--- src/rtl/step_btn_debounce_pkg.sv ---
// Shared definitions for the button front end: FSM state encoding and counter sizing.
package seq_io_pkg;

    localparam int STATE_W = 2;

    typedef enum logic [STATE_W-1:0] {
        IDLE         = 2'd0,
        PRESS_WAIT   = 2'd1,
        HELD         = 2'd2,
        RELEASE_WAIT = 2'd3
    } btn_state_e;

    // One counter width covers debounce and both repeat intervals.
    function automatic int cnt_width(input int a, input int b, input int c);
        int m;
        m = (a > b) ? a : b;
        m = (m > c) ? m : c;
        return $clog2(m) + 1;
    endfunction

endpackage

--- src/rtl/step_btn_debounce_if.sv ---
// Board-pin side and detector side of the button/switch conditioning stage.
interface step_btn_debounce_if;
    import seq_io_pkg::*;

    logic               btn_raw;
    logic               sw_raw;
    logic               next_pulse;
    logic               in_sync;
    logic [STATE_W-1:0] btn_state;

    modport master (
        output btn_raw, sw_raw,
        input  next_pulse, in_sync, btn_state
    );

    modport slave (
        input  btn_raw, sw_raw,
        output next_pulse, in_sync, btn_state
    );

endinterface

--- src/rtl/step_btn_debounce_sync.sv ---
// Two-flop synchroniser for one asynchronous pin, async active-low reset.
module sync_2ff (
    input  logic clk,
    input  logic reset,
    input  logic d,
    output logic q
);

    logic meta;

    always_ff @(posedge clk or negedge reset) begin
        if (!reset) begin
            meta <= 1'b0;
            q    <= 1'b0;
        end else begin
            meta <= d;
            q    <= meta;
        end
    end

endmodule

--- src/rtl/step_btn_debounce.sv ---
// Debounces btn_raw into a single-cycle next_pulse and synchronises sw_raw.
// Optional auto-repeat while held: define AUTO_REPEAT_EN.
module step_btn_debounce
    import seq_io_pkg::*;
#(
    parameter int DEBOUNCE_CYCLES = 50000,
    parameter int REPEAT_DELAY    = 50000000,
    parameter int REPEAT_PERIOD   = 12500000,
    parameter int CNT_W           = cnt_width(DEBOUNCE_CYCLES, REPEAT_DELAY, REPEAT_PERIOD)
) (
    input  logic               clk,
    input  logic               reset,
    step_btn_debounce_if.slave io
);

    localparam logic [CNT_W-1:0] DB_LAST = CNT_W'(DEBOUNCE_CYCLES - 1);

    logic             btn_s;
    logic             sw_s;
    btn_state_e       state_q, state_d;
    logic [CNT_W-1:0] cnt_q, cnt_d;
    logic             pulse_q, pulse_d;

    sync_2ff u_sync_btn (.clk(clk), .reset(reset), .d(io.btn_raw), .q(btn_s));
    sync_2ff u_sync_sw  (.clk(clk), .reset(reset), .d(io.sw_raw),  .q(sw_s));

`ifdef AUTO_REPEAT_EN
    localparam logic [CNT_W-1:0] REP_DLY = CNT_W'(REPEAT_DELAY);
    localparam logic [CNT_W-1:0] REP_PER = CNT_W'(REPEAT_PERIOD);

    logic [CNT_W-1:0] rcnt_q, rcnt_d;
    logic             armed_q, armed_d;

    always_ff @(posedge clk or negedge reset) begin
        if (!reset) begin
            rcnt_q  <= '0;
            armed_q <= 1'b0;
        end else begin
            rcnt_q  <= rcnt_d;
            armed_q <= armed_d;
        end
    end
`endif

    always_ff @(posedge clk or negedge reset) begin
        if (!reset) begin
            state_q <= IDLE;
            cnt_q   <= '0;
            pulse_q <= 1'b0;
        end else begin
            state_q <= state_d;
            cnt_q   <= cnt_d;
            pulse_q <= pulse_d;
        end
    end

    always_comb begin
        state_d = state_q;
        cnt_d   = cnt_q;
        pulse_d = 1'b0;
`ifdef AUTO_REPEAT_EN
        rcnt_d  = rcnt_q;
        armed_d = armed_q;
`endif
        case (state_q)
            IDLE: begin
                if (btn_s) begin
                    state_d = PRESS_WAIT;
                    cnt_d   = '0;
                end
            end
            PRESS_WAIT: begin
                if (!btn_s) begin
                    state_d = IDLE;
                end else if (cnt_q == DB_LAST) begin
                    state_d = HELD;
                    pulse_d = 1'b1;
                end else begin
                    cnt_d = cnt_q + 1'b1;
                end
            end
            HELD: begin
                if (!btn_s) begin
                    state_d = RELEASE_WAIT;
                    cnt_d   = '0;
                end
`ifdef AUTO_REPEAT_EN
                // First repeat after REPEAT_DELAY, later ones every REPEAT_PERIOD.
                else if (rcnt_q == (armed_q ? REP_PER : REP_DLY)) begin
                    pulse_d = 1'b1;
                    rcnt_d  = CNT_W'(1);
                    armed_d = 1'b1;
                end else begin
                    rcnt_d = rcnt_q + 1'b1;
                end
`endif
            end
            RELEASE_WAIT: begin
                if (btn_s) begin
                    state_d = HELD;
                end else if (cnt_q == DB_LAST) begin
                    state_d = IDLE;
                end else begin
                    cnt_d = cnt_q + 1'b1;
                end
            end
            default: state_d = IDLE;
        endcase
`ifdef AUTO_REPEAT_EN
        if (state_d == HELD && state_q != HELD) begin
            rcnt_d  = '0;
            armed_d = 1'b0;
        end
`endif
    end

    assign io.next_pulse = pulse_q;
    assign io.in_sync    = sw_s;
    assign io.btn_state  = state_q;

endmodule
--- src/flat_wrapper.sv ---
// flat-port wrapper written by rule: the top's interface ports become plain ports
module step_btn_debounce_flat import seq_io_pkg::*;
#(
    parameter int DEBOUNCE_CYCLES = 50000,
    parameter int REPEAT_DELAY    = 50000000,
    parameter int REPEAT_PERIOD   = 12500000,
    parameter int CNT_W           = cnt_width(DEBOUNCE_CYCLES, REPEAT_DELAY, REPEAT_PERIOD)
)
  (clk, reset, io_btn_raw, io_sw_raw, io_next_pulse, io_in_sync, io_btn_state);
  step_btn_debounce_if io_i ();
  input  logic clk;
  input  logic reset;
  input wire logic [$bits(io_i.btn_raw)-1:0] io_btn_raw;
  input wire logic [$bits(io_i.sw_raw)-1:0] io_sw_raw;
  output wire logic [$bits(io_i.next_pulse)-1:0] io_next_pulse;
  output wire logic [$bits(io_i.in_sync)-1:0] io_in_sync;
  output wire logic [$bits(io_i.btn_state)-1:0] io_btn_state;
  assign io_i.btn_raw = io_btn_raw;
  assign io_i.sw_raw = io_sw_raw;
  assign io_next_pulse = io_i.next_pulse;
  assign io_in_sync = io_i.in_sync;
  assign io_btn_state = io_i.btn_state;
  step_btn_debounce #(.DEBOUNCE_CYCLES(DEBOUNCE_CYCLES), .REPEAT_DELAY(REPEAT_DELAY), .REPEAT_PERIOD(REPEAT_PERIOD), .CNT_W(CNT_W)) u_core (.clk(clk), .reset(reset), .io(io_i));
endmodule
--- config.mk ---
export PLATFORM = sky130hd
export DESIGN_NAME = step_btn_debounce_flat
export DESIGN_NICKNAME = d
export VERILOG_FILES = /design/src/rtl/step_btn_debounce_pkg.sv /design/src/rtl/step_btn_debounce_if.sv /design/src/rtl/step_btn_debounce_sync.sv /design/src/rtl/step_btn_debounce.sv /design/src/flat_wrapper.sv
export SDC_FILE = /design/constraint.sdc
export NUM_CORES = 1
export LEC_CHECK = 0
export BUFFER_PORTS_ARGS = -buffer_cell sky130_fd_sc_hd__buf_2
export CAP_MARGIN = 20
export CORE_ASPECT_RATIO = 1.25
export CORE_MARGIN = 2
export CORE_UTILIZATION = 40
export CTS_CLUSTER_SIZE = 10
export DETAILED_ROUTE_END_ITERATION = 8
export PLACE_DENSITY = 0.56
export SYNTH_ARGS = -nofsm -noshare
export SYNTH_HDL_FRONTEND = slang
export SYNTH_SLANG_ARGS = --single-unit
--- constraint.sdc ---
create_clock -name clk -period 3.65 [get_ports clk]
set_input_delay 0.5475 -clock clk [delete_from_list [all_inputs] [get_ports clk]]
set_output_delay 0.5475 -clock clk [all_outputs]
set_load 0.005 [all_outputs]
After elaboration in Yosys (flattened, before gate mapping)

Cells that the tools add are included.

Memory bits (read-only): 0
Flip-flop bits (word level): 34
Word-level logic and storage cells: 37
Memories kept: 0
RAM bits: 0
Bits in latches: 0

$add $sub $neg: 1
Bitwise gates (word level): 0
Div/mod/pow operators: 0
Multipliers: 0
$lt $le $gt $ge: 0
Reductions and logical operators: 3
Shift-type cells: 0
Equality and inequality tests: 10
Multiplexer cells: 16

Operator list:

| operator                                                                | number |
|---|---|
| 27-bit 2-to-1 mux                                                       | 5 |
| 27-bit one-hot mux with 4 select lines                                  | 1 |
| 27-bit by 1-bit adder with 27-bit output, second input constant         | 1 |
| 27-bit by 16-bit equality test with 1-bit output, second input constant | 1 |
| 2-bit 2-to-1 mux                                                        | 6 |
| 2-bit inequality test, second input constant                            | 4 |
| 2-bit one-hot mux with 4 select lines                                   | 1 |
| 4-bit AND reduction                                                     | 2 |
| 3-bit by 2-bit inequality test with 1-bit output, second input constant | 2 |
| 2-bit equality test, second input constant                              | 2 |
| 1-bit 2-to-1 mux                                                        | 3 |
| 2-bit by 1-bit equality test with 1-bit output, second input constant   | 1 |
| 2-bit logical NOT                                                       | 1 |

Longest topological paths before layout

Word-level depth: 4
Gate-level depth with buffers: 8
Depth with buffers taken out: 7

Cells and area by module

A second synthesis with hierarchy kept.

Cells, all modules: 188
Area, all modules: 1798.0 um^2

Modules (own cells, without submodules):

| module            | area each (um^2) | instances | cells an instance | seq. area each (um^2) |
|---|---|---|---|---|
| step_btn_debounce | 1697.9           | 1         | 184               | 750.7 |
| sync_2ff          | 50.0             | 2         | 2                 | 50.0 |

Worst setup path before layout

Ideal clock, no wire load.

Path kind: reg2reg
From: register u_core.cnt_q[19]
To: register u_core.cnt_q[4]
Library setup time: 0.121 ns
Data arrival time: 1.694 ns
Stages on the path, launching flop included: 8
Clock period less this slack: 1.815 ns
Setup slack: 1.835 ns
Cells stage by stage: dfrtp_1 buf_6 nor4_4 nand4_2 o211a_1 buf_6 buf_6 a22o_1

Word-level cells in the longest chain between the ends: 4
Elaborated cells between the ends (all ways): 5
Classes of those cells: eq/ne (1); mux (4)

RTL lines:

| element                                              | RTL line                                          | source |
|---|---|---|
| start: declaration                                   | step_btn_debounce.sv:21                           | `logic [CNT_W-1:0] cnt_q, cnt_d;` |
| start signal: assignment                             | step_btn_debounce.sv:52                           | `cnt_q <= cnt_d;` |
| 27-bit by 16-bit equality test with 1-bit output (*) | step_btn_debounce.sv:75, step_btn_debounce.sv:101 |  |
| 27-bit 2-to-1 mux (*)                                | -                                                 |  |
| 27-bit 2-to-1 mux (on tied branches)                 | -                                                 |  |
| 27-bit one-hot mux with 4 select lines (*)           | -                                                 |  |

Every way passes the cells marked *; elsewhere a longest branch is shown, timed or not. The select of a mux whose other input is x is not followed.
A chain may end at the register's enable or synchronous reset.

Worst setup path after layout

From: register u_core.cnt_q[4]
To: register u_core.cnt_q[21]

Word-level cells in the longest chain between the ends: 4
Elaborated cells between the ends (all ways): 6
Classes of those cells: add/sub (1); eq/ne (1); mux (4)

RTL lines:

| element                                                                                                             | RTL line                                          | source |
|---|---|---|
| 27-bit by 1-bit adder with 27-bit output / 27-bit by 16-bit equality test with 1-bit output (equally long branches) | -                                                 |  |
| 27-bit 2-to-1 mux (*)                                                                                               | step_btn_debounce.sv:75, step_btn_debounce.sv:101 |  |
| 27-bit 2-to-1 mux (on tied branches)                                                                                | step_btn_debounce.sv:99, step_btn_debounce.sv:73  |  |
| 27-bit one-hot mux with 4 select lines (*)                                                                          | step_btn_debounce.sv:65                           | `case (state_q)` |

Marked as above.

==> reports/metrics.yaml <==
outcome:
  run_status: "completed"
clock_tree:
  hold_buffers: 0
  ctsHtreeMaxLevel: 2
  clock_tree.root_cell: "sky130_fd_sc_hd__clkbuf_8"
  cts_resized: 0
  clock_latency_ns: 0.29
  cts_made_buffers: 5
  post-cts-setup-buffers: 0
  clkSinkCount: 34
  clk_pin_slew_worst_paths_ns: 0.07
  cts_tree: "yes"
  buffers_from_clock_root_to_sink_at_most: 2
critical_path:
  critical_path.top_delay_family: "compound AO/OA/AOI/OAI gates"
  crit_arrival_ns: 2.38
  worst_setup_start_kind: "flop"
  required_ns: 3.81
  cpPeakStageDelay_ns: 0.46
  worstPathMaxFanout: 25
  setup.worst_path.class: "reg2reg"
  timing.critical_path.cells: "nor4_1 -> nand3_1 -> o211a_1 -> buf_8 -> a41oi_1 -> a31oi_1"
  critPathSlowestCell: "sky130_fd_sc_hd__o211a_1"
  critical_path.endpoint_type: "flop"
  cp_num_buf_inv: 1
sta:
  setup_violations: 0
  setup_repair_after_global_routing_missed_its_margin: "false"
  post_layout_min_period_ns: 2.213
  timing.fmax_ghz: 0.4518
  slew_headroom: 0.4944
  maxSlewViolCount: 0
  timing.final.hold_violations: 0
  min_period_over_period: 0.6064
  clock-skew-final_ns: 0.008419
  fin_setup_tns_ns: 0
  max_slew.worst_pin.slew_ns: 0.7585
pwr:
  ir_worst_vdd_mv: 0.2769
  report.power.total_uw: 754.0
  static_leakage_uw: 0.0008441
  power.density_cell_area_nw_per_um2: 367.7
layout:
  final_net_count: 210
  finalNonFillerCells: 266
  drive_above_1_share: 0.1359
  area.growth.synth_to_final_pct: 5.606
  finalCoreUtilization: 0.4368
  n_antenna_cell: 0
  layout.cell_area.non_filler_um2: 2051
synth:
  synth-seq-cells: 34
  syn_nets: 209
  post_synth_instance_area_um2: 1942
  yosysUniqueCellTypes: 43
  synth.yosys.warnings: 0
  synthTopCellsByCount: "34 x sky130_fd_sc_hd__dfrtp_1, 20 x sky130_fd_sc_hd__a31oi_1, 20 x sky130_fd_sc_hd__nand2_1"
  synth_top_flop_cell: "sky130_fd_sc_hd__dfrtp_1"
  synthMostInstantiatedCell: "sky130_fd_sc_hd__dfrtp_1"
  synth-edff-count: 0
  syn_area_per_cell_um2: 9.519
  yosys-top-cells-area: "sky130_fd_sc_hd__dfrtp_1 44%, sky130_fd_sc_hd__a31oi_1 6.4%, sky130_fd_sc_hd__a21oi_1 4.4%, sky130_fd_sc_hd__nand2_1 3.9%, sky130_fd_sc_hd__buf_6 2.9%"
  synth_sequential_area_ratio: 0.4381
  synth_largest_type_area_fraction: 0.4381
  synth_cells: 204
  post_synth_arst_share: 1.000
  yosys.area.top_type: "sky130_fd_sc_hd__dfrtp_1"
global_routing:
  grt_antenna_before_repair: 0
  grt_start_max_net_pins: 40
  grt_usage: 0.1889
  total_global_routing_overflow: 0
  grt_pass1_vias: 1538
  grt_first_pass_wirelength_mm: 7.721
drt:
  detail-route-antenna-nets: 0
  drt_pass_1_iters: 4
  routed-via-count: 1641
  routedWlPerCell_um: 17.23
  drt_first_iter_violations: 61
  finalWirelength_mm: 4.582
  post_drt_via_cell_ratio: 6.169
  drc: 0
place:
  buffer_ports.inserted: 7
  place_hpwl_mm: 3.153
  placed_cells_incl_taps: 257
  postPlaceCellArea_um2: 1944
  place_congestion: 0.8216
die:
  die_width_um: 66.32
  ios: 8
  rows: 28
  die_h_um: 81.90
  fp.dieArea_um2: 5432
  core_region_area_um2: 4695
  initial_utilization: 0.4136
hold_path:
  hold_path_class: "in2async"
job:
  timing.max_cap.violations: 0
==> worst reg2reg max path: stages (launching register included) <==
cell	delay, ns
sky130_fd_sc_hd__dfrtp_1	0.44
sky130_fd_sc_hd__nor4_1	0.43
sky130_fd_sc_hd__nand3_1	0.22
sky130_fd_sc_hd__o211a_1	0.46
sky130_fd_sc_hd__buf_8	0.25
sky130_fd_sc_hd__a41oi_1	0.23
sky130_fd_sc_hd__a31oi_1	0.06
==> layer usage <==
layer  vias up  wire, um  global-route usage  part of all wire
met1       802      1967              0.2354              0.43
met3         5       177             0.03151             0.039
met4         0        46             0.07143             0.010
met5         -         0                   0                 0
li1        783         -                   -                 -
met2        51      2391              0.3260              0.52
==> registers in the layout, summed over array words and instances, names as in the netlist, named ones only <==
signal,count
u_core.cnt_q,27
u_core.io.btn_state,1
u_core.io.next_pulse,1
u_core.u_sync_btn.meta,1
u_core.u_sync_btn.q,1
u_core.u_sync_sw.meta,1
u_core.u_sync_sw.q,1
==> cell type report <==
type	instances	area, um2
fill	469	2644
multi-input combinational	149	957.2
sequential	34	850.8
clock buffer	7	86.33
tap	60	75.07
timing repair buffer	8	50.05
inverter	7	26.28
clock inverter	1	5.005
==> per-stage QoR <==
stage	worst slack, ns	hold slack [ns]
4_1_cts	1.172	0.3519
5_1_grt	1.207	0.3534
6_report	1.437	0.3217
2_1_floorplan	1.835	0.2519
3_5_place_dp	1.164	0.3365
3_3_place_gp	1.315	0.3368
==> where the power goes <==
part           switching (uW)  internal, uW  total (uW)
registers                16.6           393         409
clock network             136           152         288
logic                    36.8          20.0        56.8
total                     189           565         754
==> kinds of logic after synthesis <==
family,count (synthesis),synth area share
compound gates,67,0.2204
xor+xnor,1,0.008379
fa+ha+maj,1,0.006442
buf+inv,21,0.06893
flops,34,0.4381
mux,1,0.005799
simple gates,79,0.2519
==> final timing paths <==
kind / from / end / slack, ns / cells after the start
setup / recovery: u_core.cnt_q[4] / u_core.cnt_q[21] / 1.44 / 6
max in group asynchronous: reset / u_core.cnt_q[22] / 2.83 / 1
hold reg to reg: u_core.u_sync_sw.meta / u_core.u_sync_sw.q / 0.35 / 0
hold / removal: reset / u_core.cnt_q[12] / 0.32 / 1
setup reg to reg: u_core.cnt_q[4] / u_core.cnt_q[21] / 1.44 / 6
min in group clk: u_core.u_sync_sw.meta / u_core.u_sync_sw.q / 0.35 / 0
==> placed cells by master (no fill, tap or decap), types with 2 or more instances in the layout <==
| cell type | netlist | final |
|---|---|---|
| sky130_fd_sc_hd__a21oi_1 | 17 | 17 |
| sky130_fd_sc_hd__nor3_1 | 7 | 7 |
| sky130_fd_sc_hd__buf_2 | 4 | 7 |
| sky130_fd_sc_hd__nor2_1 | 6 | 6 |
| sky130_fd_sc_hd__clkbuf_8 | 0 | 6 |
| sky130_fd_sc_hd__a22o_1 | 4 | 4 |
| sky130_fd_sc_hd__nand3_1 | 7 | 7 |
| sky130_fd_sc_hd__nand4_1 | 8 | 8 |
| sky130_fd_sc_hd__nor4_1 | 8 | 8 |
| sky130_fd_sc_hd__o21bai_1 | 2 | 2 |
| sky130_fd_sc_hd__a31oi_1 | 20 | 20 |
| sky130_fd_sc_hd__o31a_1 | 2 | 2 |
| sky130_fd_sc_hd__nor4_2 | 3 | 3 |
| sky130_fd_sc_hd__and3_1 | 7 | 7 |
| sky130_fd_sc_hd__a21o_1 | 2 | 2 |
| sky130_fd_sc_hd__a41oi_1 | 2 | 2 |
| sky130_fd_sc_hd__nand2_1 | 20 | 20 |
| sky130_fd_sc_hd__and4_1 | 3 | 3 |
| sky130_fd_sc_hd__dfrtp_1 | 34 | 34 |
| sky130_fd_sc_hd__o21ai_1 | 3 | 3 |
| sky130_fd_sc_hd__inv_1 | 6 | 6 |
| sky130_fd_sc_hd__o21ai_0 | 11 | 11 |
No activity file was read; power rests on OpenSTA's default activity.
